### src/rtl/wb_pkg.sv
// Shared encodings for the writeback stage: retiring-op codes and FSM states.
package wb_pkg;

  typedef enum logic [1:0] {
    WB_NOP = 2'd0,
    WB_ALU = 2'd1,
    WB_CMP = 2'd2,
    WB_LD  = 2'd3
  } wb_op_e;

  typedef enum logic {
    ST_IDLE    = 1'b0,
    ST_LD_WAIT = 1'b1
  } wb_state_e;

endpackage

### src/rtl/wb_ld_timer.sv
// Load-wait timer: cleared on entry to the wait state, counts while enabled,
// flags the last permitted wait cycle through tc.
module wb_ld_timer #(
  parameter int unsigned TMR_W      = 4,
  parameter int unsigned LD_TIMEOUT = 15
) (
  input  logic clk,
  input  logic rst_n,
  input  logic clr,
  input  logic en,
  output logic tc
);

  logic [TMR_W-1:0] count;

  always_ff @(posedge clk) begin
    if (!rst_n) begin
      count <= '0;
    end else if (clr) begin
      count <= '0;
    end else if (en) begin
      count <= count + TMR_W'(1);
    end
  end

  // tc is high during the LD_TIMEOUT-th wait cycle (count started at 0)
  assign tc = en & (count == TMR_W'(LD_TIMEOUT - 1));

endmodule

### src/rtl/wb_unit.sv
// Registered writeback stage: retires NOP/ALU/CMP/LD ops into register-file and
// CPSR write pulses, stalls upstream on late load data, aborts stuck loads.
module wb_unit
  import wb_pkg::*;
#(
  parameter int unsigned DATA_W     = 32,
  parameter int unsigned RD_NUM_W   = 4,
  parameter int unsigned CPSR_W     = 32,
  parameter int unsigned LD_TIMEOUT = 15,
  parameter int unsigned TMR_W      = 4,
  parameter int unsigned CNT_W      = 16
) (
  input  logic                clk,
  input  logic                rst_n,
  input  logic                in_valid,
  output logic                in_ready,
  input  logic [1:0]          in_op,
  input  logic                in_set_flags,
  input  logic [RD_NUM_W-1:0] in_rd_num,
  input  logic [DATA_W-1:0]   in_result,
  input  logic [CPSR_W-1:0]   in_cpsr,
  input  logic                dmem_valid,
  input  logic [DATA_W-1:0]   dmem_rdata,
  output logic                rd_write_en,
  output logic [RD_NUM_W-1:0] rd_num,
  output logic [DATA_W-1:0]   rd_val,
  output logic                cpsr_write_en,
  output logic [CPSR_W-1:0]   cpsr_out,
  output logic                ld_timeout_err,
  output logic [CNT_W-1:0]    retired_cnt
);

  wb_state_e           state;
  wb_op_e              op;
  logic [RD_NUM_W-1:0] ld_rd;
  logic                accept;
  logic                in_wait;
  logic                start_wait;
  logic                tmr_tc;

  assign op         = wb_op_e'(in_op);
  // Gated by rst_n so the stage never advertises ready during a reset cycle.
  assign in_ready   = rst_n & (state == ST_IDLE);
  assign accept     = in_valid & in_ready;
  assign in_wait    = (state == ST_LD_WAIT);
  assign start_wait = accept & (op == WB_LD) & ~dmem_valid;

  wb_ld_timer #(
    .TMR_W      (TMR_W),
    .LD_TIMEOUT (LD_TIMEOUT)
  ) u_ld_timer (
    .clk   (clk),
    .rst_n (rst_n),
    .clr   (start_wait),
    .en    (in_wait),
    .tc    (tmr_tc)
  );

  always_ff @(posedge clk) begin
    if (!rst_n) begin
      state          <= ST_IDLE;
      ld_rd          <= '0;
      rd_write_en    <= 1'b0;
      rd_num         <= '0;
      rd_val         <= '0;
      cpsr_write_en  <= 1'b0;
      cpsr_out       <= '0;
      ld_timeout_err <= 1'b0;
      retired_cnt    <= '0;
    end else begin
      rd_write_en    <= 1'b0;
      cpsr_write_en  <= 1'b0;
      ld_timeout_err <= 1'b0;
      case (state)
        ST_IDLE: begin
          if (accept) begin
            case (op)
              WB_ALU: begin
                rd_write_en <= 1'b1;
                rd_num      <= in_rd_num;
                rd_val      <= in_result;
                if (in_set_flags) begin
                  cpsr_write_en <= 1'b1;
                  cpsr_out      <= in_cpsr;
                end
                retired_cnt <= retired_cnt + CNT_W'(1);
              end
              WB_CMP: begin
                cpsr_write_en <= 1'b1;
                cpsr_out      <= in_cpsr;
                retired_cnt   <= retired_cnt + CNT_W'(1);
              end
              WB_LD: begin
                if (dmem_valid) begin
                  rd_write_en <= 1'b1;
                  rd_num      <= in_rd_num;
                  rd_val      <= dmem_rdata;
                  retired_cnt <= retired_cnt + CNT_W'(1);
                end else begin
                  ld_rd <= in_rd_num;
                  state <= ST_LD_WAIT;
                end
              end
              default: ;
            endcase
          end
        end
        ST_LD_WAIT: begin
          // Data arriving on the terminal cycle still completes the load.
          if (dmem_valid) begin
            rd_write_en <= 1'b1;
            rd_num      <= ld_rd;
            rd_val      <= dmem_rdata;
            retired_cnt <= retired_cnt + CNT_W'(1);
            state       <= ST_IDLE;
          end else if (tmr_tc) begin
            ld_timeout_err <= 1'b1;
            state          <= ST_IDLE;
          end
        end
        default: state <= ST_IDLE;
      endcase
    end
  end

endmodule
### config.mk
export PLATFORM = sky130hd
export DESIGN_NAME = wb_unit
export DESIGN_NICKNAME = d
export VERILOG_FILES = /design/src/rtl/wb_pkg.sv /design/src/rtl/wb_ld_timer.sv /design/src/rtl/wb_unit.sv
export SDC_FILE = /design/constraint.sdc
export NUM_CORES = 1
export LEC_CHECK = 0
export CAP_MARGIN = 25
export CELL_PAD_IN_SITES_DETAIL_PLACEMENT = 1
export CELL_PAD_IN_SITES_GLOBAL_PLACEMENT = 1
export CORE_MARGIN = 2
export CORE_UTILIZATION = 28
export CTS_CLUSTER_DIAMETER = 60
export DETAILED_ROUTE_END_ITERATION = 10
export PLACE_DENSITY = 0.8
export SLEW_MARGIN = 20
export SYNTH_ARGS = -nofsm -noshare
export SYNTH_HDL_FRONTEND = slang
export SYNTH_SLANG_ARGS = --single-unit
### constraint.sdc
create_clock -name clk -period 2.19 [get_ports clk]
set_input_delay 0.438 -clock clk [delete_from_list [all_inputs] [get_ports clk]]
set_output_delay 0.438 -clock clk [all_outputs]
set_load 0.1 [all_outputs]
==> results summary, run 1 <==
After clock tree synthesis, the setup repair step added 0 buffers. In this run the remaining antenna-violating nets after routing total 0. Setup repair after global routing left no endpoint under its margin. The share of final-layout standard cells stronger than drive strength 1 is 21.9%. The routed layout has 4409 vias. The pin slew with the least headroom to its limit is 0.712 ns. The row count came out at 43. Yosys printed 0 warnings. The highest clock frequency the design can meet is 466 MHz. In this run the power density over the cells is 685 mW/mm2. The leakage power summed over all cells came out at 2.55 nW. The layout overhead on the synthesized area came out at 61.8%. The insertion delay of the later-clocked pin in the worst-skew pair is 0.34 ns. The worst slew slack as a fraction of its limit came out at 52.4%. Walking the worst path, the cells encountered are dlygate4sd2_1 -> ha_4 -> nand4bb_1 -> o22a_2 -> bufbuf_16 -> or4_4 -> a21oi_2. The setup-violating endpoint count in the final report is 0. The count of endpoints failing hold in the final timing report is 0. Data arrives at the worst endpoint at 2.43 ns. The total negative slack came out at 0 ns. The first global-routing pass estimated 23200 um of wire.

The worst slack at placement came out at -0.453 ns. The count of buffering cells on the critical path with inverters included is 2. Counting distinct cell types in the post-synthesis netlist gives 40. The CTS clock-pin slew for the worst setup and hold paths is 0.07 ns.

The worst setup path is of the in2reg kind. The share of the cycle needed by the critical path after routing is 98.0%. The total number of H-tree levels came out at 3. The die area came out at 0.0154 mm2. The placeable core region is 0.0140 mm2. Routability-driven placement finished with a final weighted congestion of 0.763. The die width came out at 124 um. The synthesized netlist occupies a cell area of 0.00404 mm2. The violation count after the first detailed-route iteration came out at 202. The clock root buffer is clkbuf_16.

The longest clock path from root to sink contains 2 buffers. The initial core utilization is 28.9%. The count of buffers added on input and output ports is 194.

In the final routed layout, each cell accounts on average for 17.3 um. Pin placement for this block handled 195 I/O pins. The net switching share of the total power is 31.5%. The number of max-capacitance violations reported is 0.

The register share of total power came out at 41.2%. The y dimension of the die came out at 124 um. The post-layout minimum cycle time came out at 2.15 ns. The clock sink count came out at 96.

The residual DRC count is 0. By area the synthesized netlist is led by dfxtp_1, nand2_1, a311oi_1, a21oi_1, o21ai_0. The HPWL after detailed placement is 10900 um. The kind of cell with the highest combined delay along the critical path is simple AND/OR/NAND/NOR gates.

The post-route worst setup slack is 0.0447 ns. The min-delay analysis places its worst path in the category reg2reg. STA classifies the critical path endpoint as a register. The initial antenna violation count came out at 1. The post-synthesis instance total came out at 495. The fraction of the core area covered by cells at the end of the flow came out at 46.7%.

The slowest stage of the critical path is the or4_4 cell. After global routing the overflow that remains totals 0. For this run, the slowest stage of the critical path takes 0.50 ns. Internal power comes to 0.00306 W.

The average via count per standard cell came out at 5.01. The final layout net count came out at 807. After synthesis, flip-flops and latches occupy 47.6% of the total area. The largest total area in the synthesized netlist belongs to dfxtp_1.

Global routing used 19.3% of the available tracks across all layers. The mean instance size in the synthesized netlist is 8.16 um2. Data on the critical path is required at its endpoint by 2.47 ns. The post-synthesis net count came out at 608. The filler cell count in the final layout is 1659. Clock skew on the completed layout was measured at 0.00588 ns. The largest fanout on the critical path came out at 6.

The clock network burns 35.0% of the power. The final routed wirelength across all metal layers came out at 15200 um. The number of CTS-inserted buffers came out at 9. The maximum ir drop on the vdd rail is 0.423 mV. The via count of the first global-routing pass is 4656. The synthesis-stage register bit count came out at 96. The fraction of power consumed by combinational cells is 23.8%.

Final hold analysis gives a worst-case slack of 0.462 ns. TritonCTS built the clock tree. The flow ran to the end, and the final reports show no timing, DRC or antenna violations. After detailed placement, the total cell area comes to 0.00614 mm2. The reported net switching power is 0.00141 W. The count of final max-slew check failures came to 0. The critical path launch point type is an input pin. The area fraction of the dominant cell type after synthesis is 47.6%.

Entering global routing, the biggest net connects 46 pins. The first detailed-routing pass ran for 4 iterations. The post-route standard cell area excluding fillers came out at 0.00653 mm2.
-- tightest hold or removal path: cells and delay by family (launching register included) --
kind	cells	cell delay [ns]
flip-flops	1	0.31
AND/OR/NAND/NOR	1	0.05
AO/OA/AOI/OAI	1	0.05
-- layer usage --
metal	global-route usage, %	vias up	part of all wire, %
met5	0	-	0
met4	7.51	0	2.3
met3	3.85	24	5.8
met2	35.9	119	52
met1	21.4	2125	40
li1	-	2141	-
-- kinds of logic (layout without fill, tap and decap cells) --
group / after synthesis / count (layout) / synth area share, %
adders and majority gates: 6 / 6 / 1.86
xor gates and xnor gates: 4 / 4 / 0.868
AOI/OAI and AO/OA: 138 / 138 / 22.2
buffers and inverters: 48 / 252 / 4.77
and+or+nand+nor: 196 / 196 / 21.0
DFF: 96 / 96 / 47.6
muxes: 7 / 7 / 1.77
other: 0 / 1 / 0
-- power by group through the flow --
stage	Sequential, W	Combinational (W)	Clock [W]
after floorplan	0.00229	0.000221	0
after global placement	0.00188	0.00102	0
after detailed placement	0.00188	0.00104	0
after CTS	0.00184	0.00107	0.00160
after global routing	0.00185	0.00112	0.00168
final	0.00184	0.00106	0.00157
-- timing repair --
| action | CTS | global route |
|---|---|---|
| setup endpoints to repair | 10 | 5 |
| hold buffers | 0 | 0 |
| resized for setup | 7 | 4 |
| gates cloned | 2 | 0 |
| pin swaps | 5 | 3 |
-- registers in the layout, indices dropped and copies added, names as in the netlist --
signal	flops
cpsr_write_en	1
cpsr_out	32
rd_num	4
in_wait	1
u_ld_timer.count	4
ld_timeout_err	1
ld_rd	4
rd_val	32
rd_write_en	1
retired_cnt	16
-- Yosys cell counts, drive strengths merged --
master	number
and2	1
a31oi	1
o21ai	39
a211oi	5
nor4	1
a311oi	32
mux2i	6
nor4b	1
nand2b	3
nand3b	1
xor2	3
o31ai	8
ha	6
nand4	6
xnor2	1
and3	2
o22a	1
o21a	3
a21oi	45
inv	7
a41o	1
or3	3
mux2	1
nor2	44
nor3	3
o31a	1
dfxtp	96
o22ai	1
buf	9
nand2	111
or4	8
nand4bb	1
and4	2
o32ai	1
clkbuf	32
nand3	8
nor2b	1
-- placed cells by master (no fill, tap or decap), types with 2 or more instances in the layout --
master,netlist,final
a211oi_1,5,5
or3_1,3,3
o21ai_0,39,39
or4_1,8,7
ha_1,6,4
and4_1,2,2
clkinv_2,0,5
inv_2,1,2
nand3_1,8,8
and3_1,2,2
a21oi_2,0,2
o21a_1,3,3
o31ai_1,8,8
xor2_1,3,3
nor3_1,3,3
clkbuf_16,0,9
ha_4,0,2
inv_1,6,5
nand2_1,111,111
a21oi_1,45,43
nand4_1,6,6
a311oi_1,32,32
dfxtp_1,96,95
bufbuf_16,0,2
nand2b_1,3,3
dlygate4sd2_1,0,2
mux2i_1,6,6
buf_4,1,116
clkdlybuf4s50_1,0,103
buf_12,0,5
nor2_1,44,43
-- metrics by stage --
stage          total power (W)  cells
2_1_floorplan          0.00251    495
3_3_place_gp           0.00290    861
3_5_place_dp           0.00293    861
4_1_cts                0.00452    879
5_1_grt                0.00465    880
6_report               0.00448    880
-- path summary, 6_finish.rpt --
| check | from | endpoint | slack (ns) | cells past startpoint |
|---|---|---|---|---|
| setup reg to reg | in_wait | retired_cnt[7] | 0.38 | 5 |
| hold reg to reg | ld_rd[2] | ld_rd[2] | 0.46 | 2 |
| hold / removal | ld_rd[2] | ld_rd[2] | 0.46 | 2 |
| setup / recovery | in_op[1] | retired_cnt[7] | 0.04 | 7 |
-- layout make-up --
class	count	area, um2	area share, %
Tap cell	180	225	3.45
Clock buffer	9	225	3.45
Antenna cell	1	2.50	0.0383
Inverter	7	26.3	0.402
Clock inverter	7	62.6	0.957
Multi-Input combinational cell	351	1970	30.2
Sequential cell	96	1920	29.4
Timing Repair Buffer	229	2100	32.1
Power figures use the tool's default switching activity.
==> run 2: changes to the inputs <==
--- a/config.mk
+++ b/config.mk
@@ -13,6 +13,7 @@
 export CTS_CLUSTER_DIAMETER = 60
 export DETAILED_ROUTE_END_ITERATION = 10
 export PLACE_DENSITY = 0.8
+export SKIP_CTS_REPAIR_TIMING = 1
 export SLEW_MARGIN = 20
 export SYNTH_ARGS = -nofsm -noshare
 export SYNTH_HDL_FRONTEND = slang
==> run 2 against run 1 <==
- critical path depth did not move
- setup slack improved by 0.17 ns
- clock skew about the same
- sequential cell count unchanged
- final area fell by 0.23%
- non-clock buffer count shrank 1
- sequential power hardly changed
- combinational power barely moved
- hold slack about the same
- count of clock-buffer cells in the layout unchanged
- critical endpoint is now rd_val[17]
- largest cell class unchanged
==> results summary, run 2 (same netlist as run 1, synthesis figures left out) <==
The placeable core region is 0.0140 mm2 (unchanged). Registers with the highest flip-flop counts: cpsr_out (32), rd_val (32), retired_cnt (16) (unchanged). The CTS clock-pin slew for the worst setup and hold paths is 0.07 ns (about the same).

The most used cell along the critical path is buf_4. The post-route worst setup slack is 0.210 ns (was 0.0447 ns). The buffer depth of the longest clock path is 2 (unchanged). The maximum ir drop on the vdd rail is 0.423 mV (about the same). The pin count of the biggest net entering global routing is 46 (unchanged). The layout overhead on the synthesized area came out at 61.4% (was 61.8%). Highest-count cells in the layout ignoring fill and taps: buf_4, nand2_1, clkdlybuf4s50_1 (unchanged). The vias after detailed routing came to 4412 (was 4409). The clock root buffer is clkbuf_16 (unchanged). The largest stage delay on the critical path is 0.53 ns (was 0.50 ns).

The number of max-capacitance violations reported is 0 (unchanged). The type of the worst setup path is in2reg (unchanged). The initial antenna violation count is 1 (unchanged). The total negative slack is 0 ns (unchanged). The final routed wirelength across all metal layers came to 15200 um (about the same). The required time at the worst-slack endpoint came out at 2.43 ns (was 2.47 ns). The final layout net count came out at 807 (unchanged). The count of endpoints failing hold in the final timing report is 0 (unchanged). The row count was 43 (unchanged). The largest fanout on the critical path came out at 25 (was 6). The violation count after the first detailed-route iteration was 209 (was 202). The global-route wire length before repair came out at 22700 um (was 23200 um).

The pin slew with the least headroom to its limit is 0.754 ns (was 0.712 ns). The share of final-layout standard cells stronger than drive strength 1 is 22.5% (was 21.9%). The footprint of the flip-flops and latches is 0.00192 mm2 (unchanged). Ordered cell list for the critical path: clkdlybuf4s50_1 -> buf_4 -> nand2_1 -> o32ai_4 -> buf_4 -> nor2_1 -> a311oi_1 (was dlygate4sd2_1 -> ha_4 -> nand4bb_1 -> o22a_2 -> bufbuf_16 -> or4_4 -> a21oi_2). The worst slack at placement was -0.453 ns (unchanged). The routability-driven placement congestion ratio is 0.763 (unchanged). The global-route usage over all layers came out at 18.8% (was 19.3%). Run status: finished clean (unchanged). The setup clock skew after layout was 0.00612 ns (was 0.00588 ns). The count of final max-slew check failures came out at 0 (unchanged). The y dimension of the die came out at 124 um (unchanged). The leakage power summed over all cells came out at 2.54 nW (was 2.55 nW). The die width came out at 124 um (unchanged). The count of buffers from port buffering is 194 (unchanged).

The setup-violating endpoint count in the final report is 0 (unchanged). The filler cell count in the final layout came to 1656 (was 1659). The number of nets with antenna violations after routing came out at 0 (unchanged).

The total number of H-tree levels was 3 (unchanged). The insertion delay of the later-clocked pin in the worst-skew pair came out at 0.34 ns (about the same). The total half-perimeter wirelength after legalization and detailed placement is 10900 um (unchanged). The total power after layout came out at 0.00446 W (was 0.00448 W). The residual DRC count came out at 0 (unchanged). The highest clock frequency the design can meet came out at 505 MHz (was 466 MHz).

The average via count per standard cell is 5.01 (about the same). The post-detailed-route wirelength per cell came out at 17.2 um (was 17.3 um). The number of CTS-inserted buffers is 9 (unchanged). The clock sink count is 96 (unchanged). RSZ-0062 raised after global routing: no (unchanged). The total iterations of the first detailed-routing run is 4 (unchanged). The cell type of the slowest stage on the worst timing path is clkdlybuf4s50_1 (was or4_4). The fraction of the core area covered by cells at the end of the flow is 46.6% (was 46.7%). The number of cells in the finished layout apart from fillers was 880 (unchanged).

The die area is 0.0154 mm2 (unchanged). The overflow left after global routing is 0 (unchanged). The path category of the worst min-delay check is reg2reg (unchanged). The arrival time of the worst setup path came out at 2.22 ns (was 2.43 ns). The post-layout minimum cycle time is 1.98 ns (was 2.15 ns).

The instance count after placement with tap cells included came out at 861 (unchanged). The critical path launch point type is an input pin (unchanged). The number of top-level pins came out at 195 (unchanged).

The share of the cycle needed by the critical path after routing is 90.4% (was 98.0%). The power per unit of standard cell area is 685 mW/mm2 (about the same). The initial core utilization came out at 28.9% (unchanged).

The worst slew slack as a fraction of its limit is 49.5% (was 52.4%). The via count of the first global-routing pass is 4598 (was 4656). The TritonCTS clock tree was built (unchanged). The endpoint kind of the worst setup timing path is a register (unchanged). The area of combinational cells with multiple inputs is 0.00199 mm2 (was 0.00197 mm2). The most common cell after layout, fill and taps aside is buf_4 (unchanged).
run 2: cell types whose count changed in the layout (fill, tap and decap cells not counted), moves of 2 or more:
cell	change
dlymetal6s2s_1	+2
a21oi_2	+2
or4_1	-3
bufbuf_16	-2
or4_4	+3
dlygate4sd2_1	-2
a21oi_1	-2
run 2: final cells by class:
| class | count | area share [%] |
|---|---|---|
| diodes | 1 | 0.0384 |
| clock buffers | 9 | 3.45 |
| clock inverters | 7 | 0.960 |
| inverters | 7 | 0.403 |
| multi-input cells | 352 | 30.5 |
| flip-flops and latches | 96 | 29.5 |
| well taps | 180 | 3.45 |
| repair buffers | 228 | 31.7 |
run 2: metal layers:
metal  routed length, um  up-vias  global-route usage (%)
met2                7790      112                    34.7
met3                 757       23                    3.48
li1                    -     2142                       -
met1                6270     2135                    21.3
met5                   0        -                       0
met4                 342        0                    7.30
run 2: critical path: cells and delay by family:
family                 cells  cell delay [ns]
AO/OA/AOI/OAI              2             0.55
buffers and inverters      3             1.03
AND/OR/NAND/NOR            2             0.18
run 2: final timing paths:
path	depth (start not counted)	from	endpoint	slack [ns]
worst max-delay path	7	in_valid	rd_val[17]	0.21
worst min-delay path	2	ld_rd[2]	ld_rd[2]	0.46
worst max register to register	5	in_wait	rd_val[17]	0.48
worst min register to register	2	ld_rd[2]	ld_rd[2]	0.46
run 2: power breakdown:
group          internal, W  switching, W  total [W]
clock network     0.000876      0.000693    0.00157
logic             0.000369      0.000682    0.00105
registers          0.00181     0.0000379    0.00184
run 2: per-stage QoR:
| step | hold WS (ns) | instance area (um2) |
|---|---|---|
| after floorplan | 0.436 | 4040 |
| after global placement | 0.443 | 6140 |
| after detailed placement | 0.456 | 6140 |
| after CTS | 0.465 | 6430 |
| after global routing | 0.484 | 6520 |
| final | 0.462 | 6520 |
==> run 3: changes to the inputs <==
--- a/config.mk
+++ b/config.mk
@@ -5,6 +5,7 @@
 export SDC_FILE = /design/constraint.sdc
 export NUM_CORES = 1
 export LEC_CHECK = 0
+export ABC_AREA = 1
 export CAP_MARGIN = 25
 export CELL_PAD_IN_SITES_DETAIL_PLACEMENT = 1
 export CELL_PAD_IN_SITES_GLOBAL_PLACEMENT = 1
@@ -12,7 +13,7 @@
 export CORE_UTILIZATION = 28
 export CTS_CLUSTER_DIAMETER = 60
 export DETAILED_ROUTE_END_ITERATION = 10
-export PLACE_DENSITY = 0.8
+export PLACE_DENSITY = 0.82
 export SKIP_CTS_REPAIR_TIMING = 1
 export SLEW_MARGIN = 20
 export SYNTH_ARGS = -nofsm -noshare
==> run 3 against run 2 <==
- combinational power rose by 9.5%
- setup slack improved by 0.0043 ns
- core utilization fell by 1.6 points
- largest power group unchanged
- clock skew fell by 0.0018 ns
- sequential power hardly changed
- critical path depth up 2
- count of clock-buffer cells in the layout rose by 3
- clock power about the same
- critical path type unchanged
==> results summary, run 3 <==
The synthesis warning total is 0 (unchanged). The initial antenna violation count came out at 0 (was 1). The buffer depth of the longest clock path came out at 2 (unchanged). The number of nets with antenna violations after routing is 0 (unchanged). The violation count after the first detailed-route iteration came out at 148 (was 209). The filler cell count in the final layout was 1717 (was 1656).

The synthesis-stage register bit count was 96 (unchanged). The post-synthesis instance total is 547 (was 495). The initial core utilization is 28.8% (was 28.9%). The vias after detailed routing came out at 4362 (was 4412). Registers with the highest flip-flop counts: cpsr_out (32), rd_val (32), retired_cnt (16) (unchanged).

The share of async-settable or async-resettable flops after synthesis was 0% (unchanged). The number of enable flip-flop cells after synthesis is 0 (unchanged). The met1 wire length came out at 5720 um (was 6270 um). The most common cell in the synthesized netlist was nand2_1 (unchanged). The via count of the first global-routing pass is 4484 (was 4598). The most used cell along the critical path was nand2_1 (was buf_4). The total iterations of the first detailed-routing run came to 4 (unchanged). The share of the cycle needed by the critical path after routing is 90.2% (was 90.4%). The post-detailed-route wirelength per cell was 14.8 um (was 17.2 um). Ordered cell list for the critical path: clkdlybuf4s50_1 -> inv_1 -> ha_1 -> nand2_1 -> nand3_2 -> nor3_1 -> nand2_1 -> nand2_1 -> nor2_1 (was clkdlybuf4s50_1 -> buf_4 -> nand2_1 -> o32ai_4 -> buf_4 -> nor2_1 -> a311oi_1).

The setup-violating endpoint count in the final report is 0 (unchanged). The final routed wirelength across all metal layers came to 13700 um (was 15200 um). The path category of the worst min-delay check is reg2reg (unchanged).

The number of cells in the finished layout apart from fillers is 920 (was 880). The post-synthesis net count is 660 (was 608). The post-synthesis share of cell area spent on full adders, half adders and majority gates is 1.88% (was 1.86%). The largest fanout on the critical path came out at 8 (was 25). The final layout net count is 848 (was 807). The highest metal layer with signal wires is met4 (unchanged). Highest-count cells in the layout ignoring fill and taps: nand2_1, clkdlybuf4s50_1, dfxtp_1, buf_4, nor2_1 (was buf_4, nand2_1, clkdlybuf4s50_1).

The die width came out at 123 um (was 124 um). The number of instances on the worst hold path came out at 2 (unchanged). The die area came out at 0.0152 mm2 (was 0.0154 mm2). The clock sink count is 96 (unchanged).

The area fraction of the dominant cell type after synthesis came out at 48.2% (was 47.6%). The most common cell after layout, fill and taps aside is nand2_1 (was buf_4). The combinational family with the most area after synthesis is simple AND/OR/NAND/NOR gates (was compound AO/OA/AOI/OAI gates).

RSZ-0062 raised after global routing: no (unchanged). Biggest area contributors in the synthesized netlist: dfxtp_1, nand2_1, nor2_1, a31oi_1, o21ai_0 (was dfxtp_1, nand2_1, a311oi_1, a21oi_1, o21ai_0). The instance count after placement with tap cells included came out at 904 (was 861). The required time at the worst-slack endpoint was 2.43 ns (about the same). The TritonCTS clock tree was built (unchanged). The largest stage delay on the critical path came out at 0.51 ns (was 0.53 ns). The number of library cell types mapped by synthesis came out at 26 (was 40). The length in cells of the worst reg-to-reg path is 8 (was 5). The cell area after synthesis is 0.00399 mm2 (was 0.00404 mm2).

The average via count per standard cell is 4.74 (was 5.01). Run status: finished clean (unchanged). The global-route wire length before repair is 21300 um (was 22700 um). The total negative slack was 0 ns (unchanged). The met3 wire length came out at 1390 um (was 757 um).

The setup clock skew after layout came to 0.00430 ns (was 0.00612 ns). The post-layout minimum cycle time came out at 1.98 ns (about the same). The type of the worst setup path is in2reg (unchanged). The area share of xor/xnor cells in the synthesized design came out at 0.658% (was 0.867%). The number of top-level pins came to 195 (unchanged). The placeable core region is 0.0139 mm2 (was 0.0140 mm2). The total half-perimeter wirelength after legalization and detailed placement is 10400 um (was 10900 um). The number of max-capacitance violations reported is 0 (unchanged). The arrival time of the worst setup path is 2.21 ns (was 2.22 ns). The most area-hungry cell type in the Yosys netlist is dfxtp_1 (unchanged). The count of buffers from port buffering is 194 (unchanged). The critical path launch point type is an input pin (unchanged). The count of final max-slew check failures is 0 (unchanged). The cell type of the slowest stage on the worst timing path is clkdlybuf4s50_1 (unchanged). The overflow left after global routing is 0 (unchanged). The maximum ir drop on the vdd rail came to 0.419 mV (was 0.423 mV). The total number of H-tree levels came out at 3 (unchanged). The pin slew with the least headroom to its limit is 0.377 ns (was 0.754 ns).

The routability-driven placement congestion ratio came to 0.841 (was 0.763). The power per unit of standard cell area is 737 mW/mm2 (was 685 mW/mm2). The share of final-layout standard cells stronger than drive strength 1 is 16.8% (was 22.5%). The worst slew slack as a fraction of its limit came out at 74.9% (was 49.5%). The insertion delay of the later-clocked pin in the worst-skew pair was 0.34 ns (about the same).

The layout overhead on the synthesized area was 56.5% (was 61.4%). The residual DRC count came to 0 (unchanged). The leakage power summed over all cells is 2.69 nW (was 2.54 nW). The row count is 43 (unchanged). The register area share after synthesis came out at 48.2% (was 47.6%). The CTS clock-pin slew for the worst setup and hold paths came to 0.07 ns (about the same).

The y dimension of the die was 123 um (was 124 um). The number of CTS-inserted buffers was 9 (unchanged). The global-route usage over all layers is 17.8% (was 18.8%). Most used standard cells in the synthesized netlist: nand2_1, dfxtp_1, nor2_1, o21ai_0, a31oi_1 (was nand2_1, dfxtp_1, a21oi_1, nor2_1, o21ai_0). The share of synthesized area spent on multiplexers came out at 0% (was 1.77%). The highest clock frequency the design can meet came out at 506 MHz (was 505 MHz).

The number of antenna diodes is 0 (was 1). The complex-gate fraction of the synthesized area came to 17.6% (was 22.1%). The synthesized-area fraction occupied by and/or/nand/nor cells came to 25.0% (was 21.0%). The pin count of the biggest net entering global routing is 73 (was 46).

The endpoint kind of the worst setup timing path was a register (unchanged). The count of endpoints failing hold in the final timing report was 0 (unchanged). The met2 routed wirelength was 6350 um (was 7790 um). The most instantiated flip-flop cell in the synthesis netlist is dfxtp_1 (unchanged). The mean instance size in the synthesized netlist is 7.30 um2 (was 8.16 um2).

The clock root buffer was clkbuf_16 (unchanged).
[run 3: worst max-delay path, delay by kind of cell]
| kind | cells | cell delay, ns |
|---|---|---|
| buf+inv | 2 | 0.58 |
| fa+ha+maj | 1 | 0.31 |
| simple gates | 6 | 0.88 |
[run 3: logic make-up after synthesis]
group / after synthesis
buffers and inverters: 65
adders and majority gates: 6
and+or+nand+nor: 248
AOI/OAI and AO/OA: 129
DFF: 96
xor gates and xnor gates: 3
[run 3: routing by layer]
metal | vias up | GRT usage [%]
li1 | 2170 | -
met3 | 12 | 6.32
met2 | 169 | 31.0
met4 | 0 | 6.75
met1 | 2011 | 19.9
met5 | - | 0
[run 3: worst paths after layout]
path	endpoint	startpoint	slack [ns]
worst max-delay path	retired_cnt[14]	in_op[0]	0.21
worst max register to register	retired_cnt[14]	retired_cnt[0]	0.55
worst min register to register	cpsr_out[4]	cpsr_out[4]	0.49
worst min-delay path	cpsr_out[4]	cpsr_out[4]	0.49
[run 3: cell type report]
class,instances,area (um2),area share [%]
Tap cell,180,225,3.61
Clock buffer,12,246,3.95
Inverter,36,135,2.16
Sequential cell,96,1920,30.8
Clock inverter,4,53.8,0.862
Timing Repair Buffer,206,1860,29.7
Multi-Input combinational cell,386,1810,28.9
[run 3: where the power goes]
group	switching, W	internal, W	total, W
combinational	0.000793	0.000357	0.00115
sequential	0.0000473	0.00182	0.00187
clock	0.000665	0.000919	0.00158
total	0.00151	0.00310	0.00460
[run 3: per-stage QoR]
step                      area (um2)  setup slack [ns]  hold slack (ns)  utilization (%)  total power, W
final                           6240             0.214            0.486             45.0         0.00460
after global routing            6240            0.0128            0.510             45.0         0.00481
after CTS                       6240             0.193            0.488             45.0         0.00467
after detailed placement        5940            -0.123            0.473             42.8         0.00306
after global placement          5940           -0.0348            0.467             42.8         0.00304
after floorplan                 3990             0.114            0.453                -         0.00265
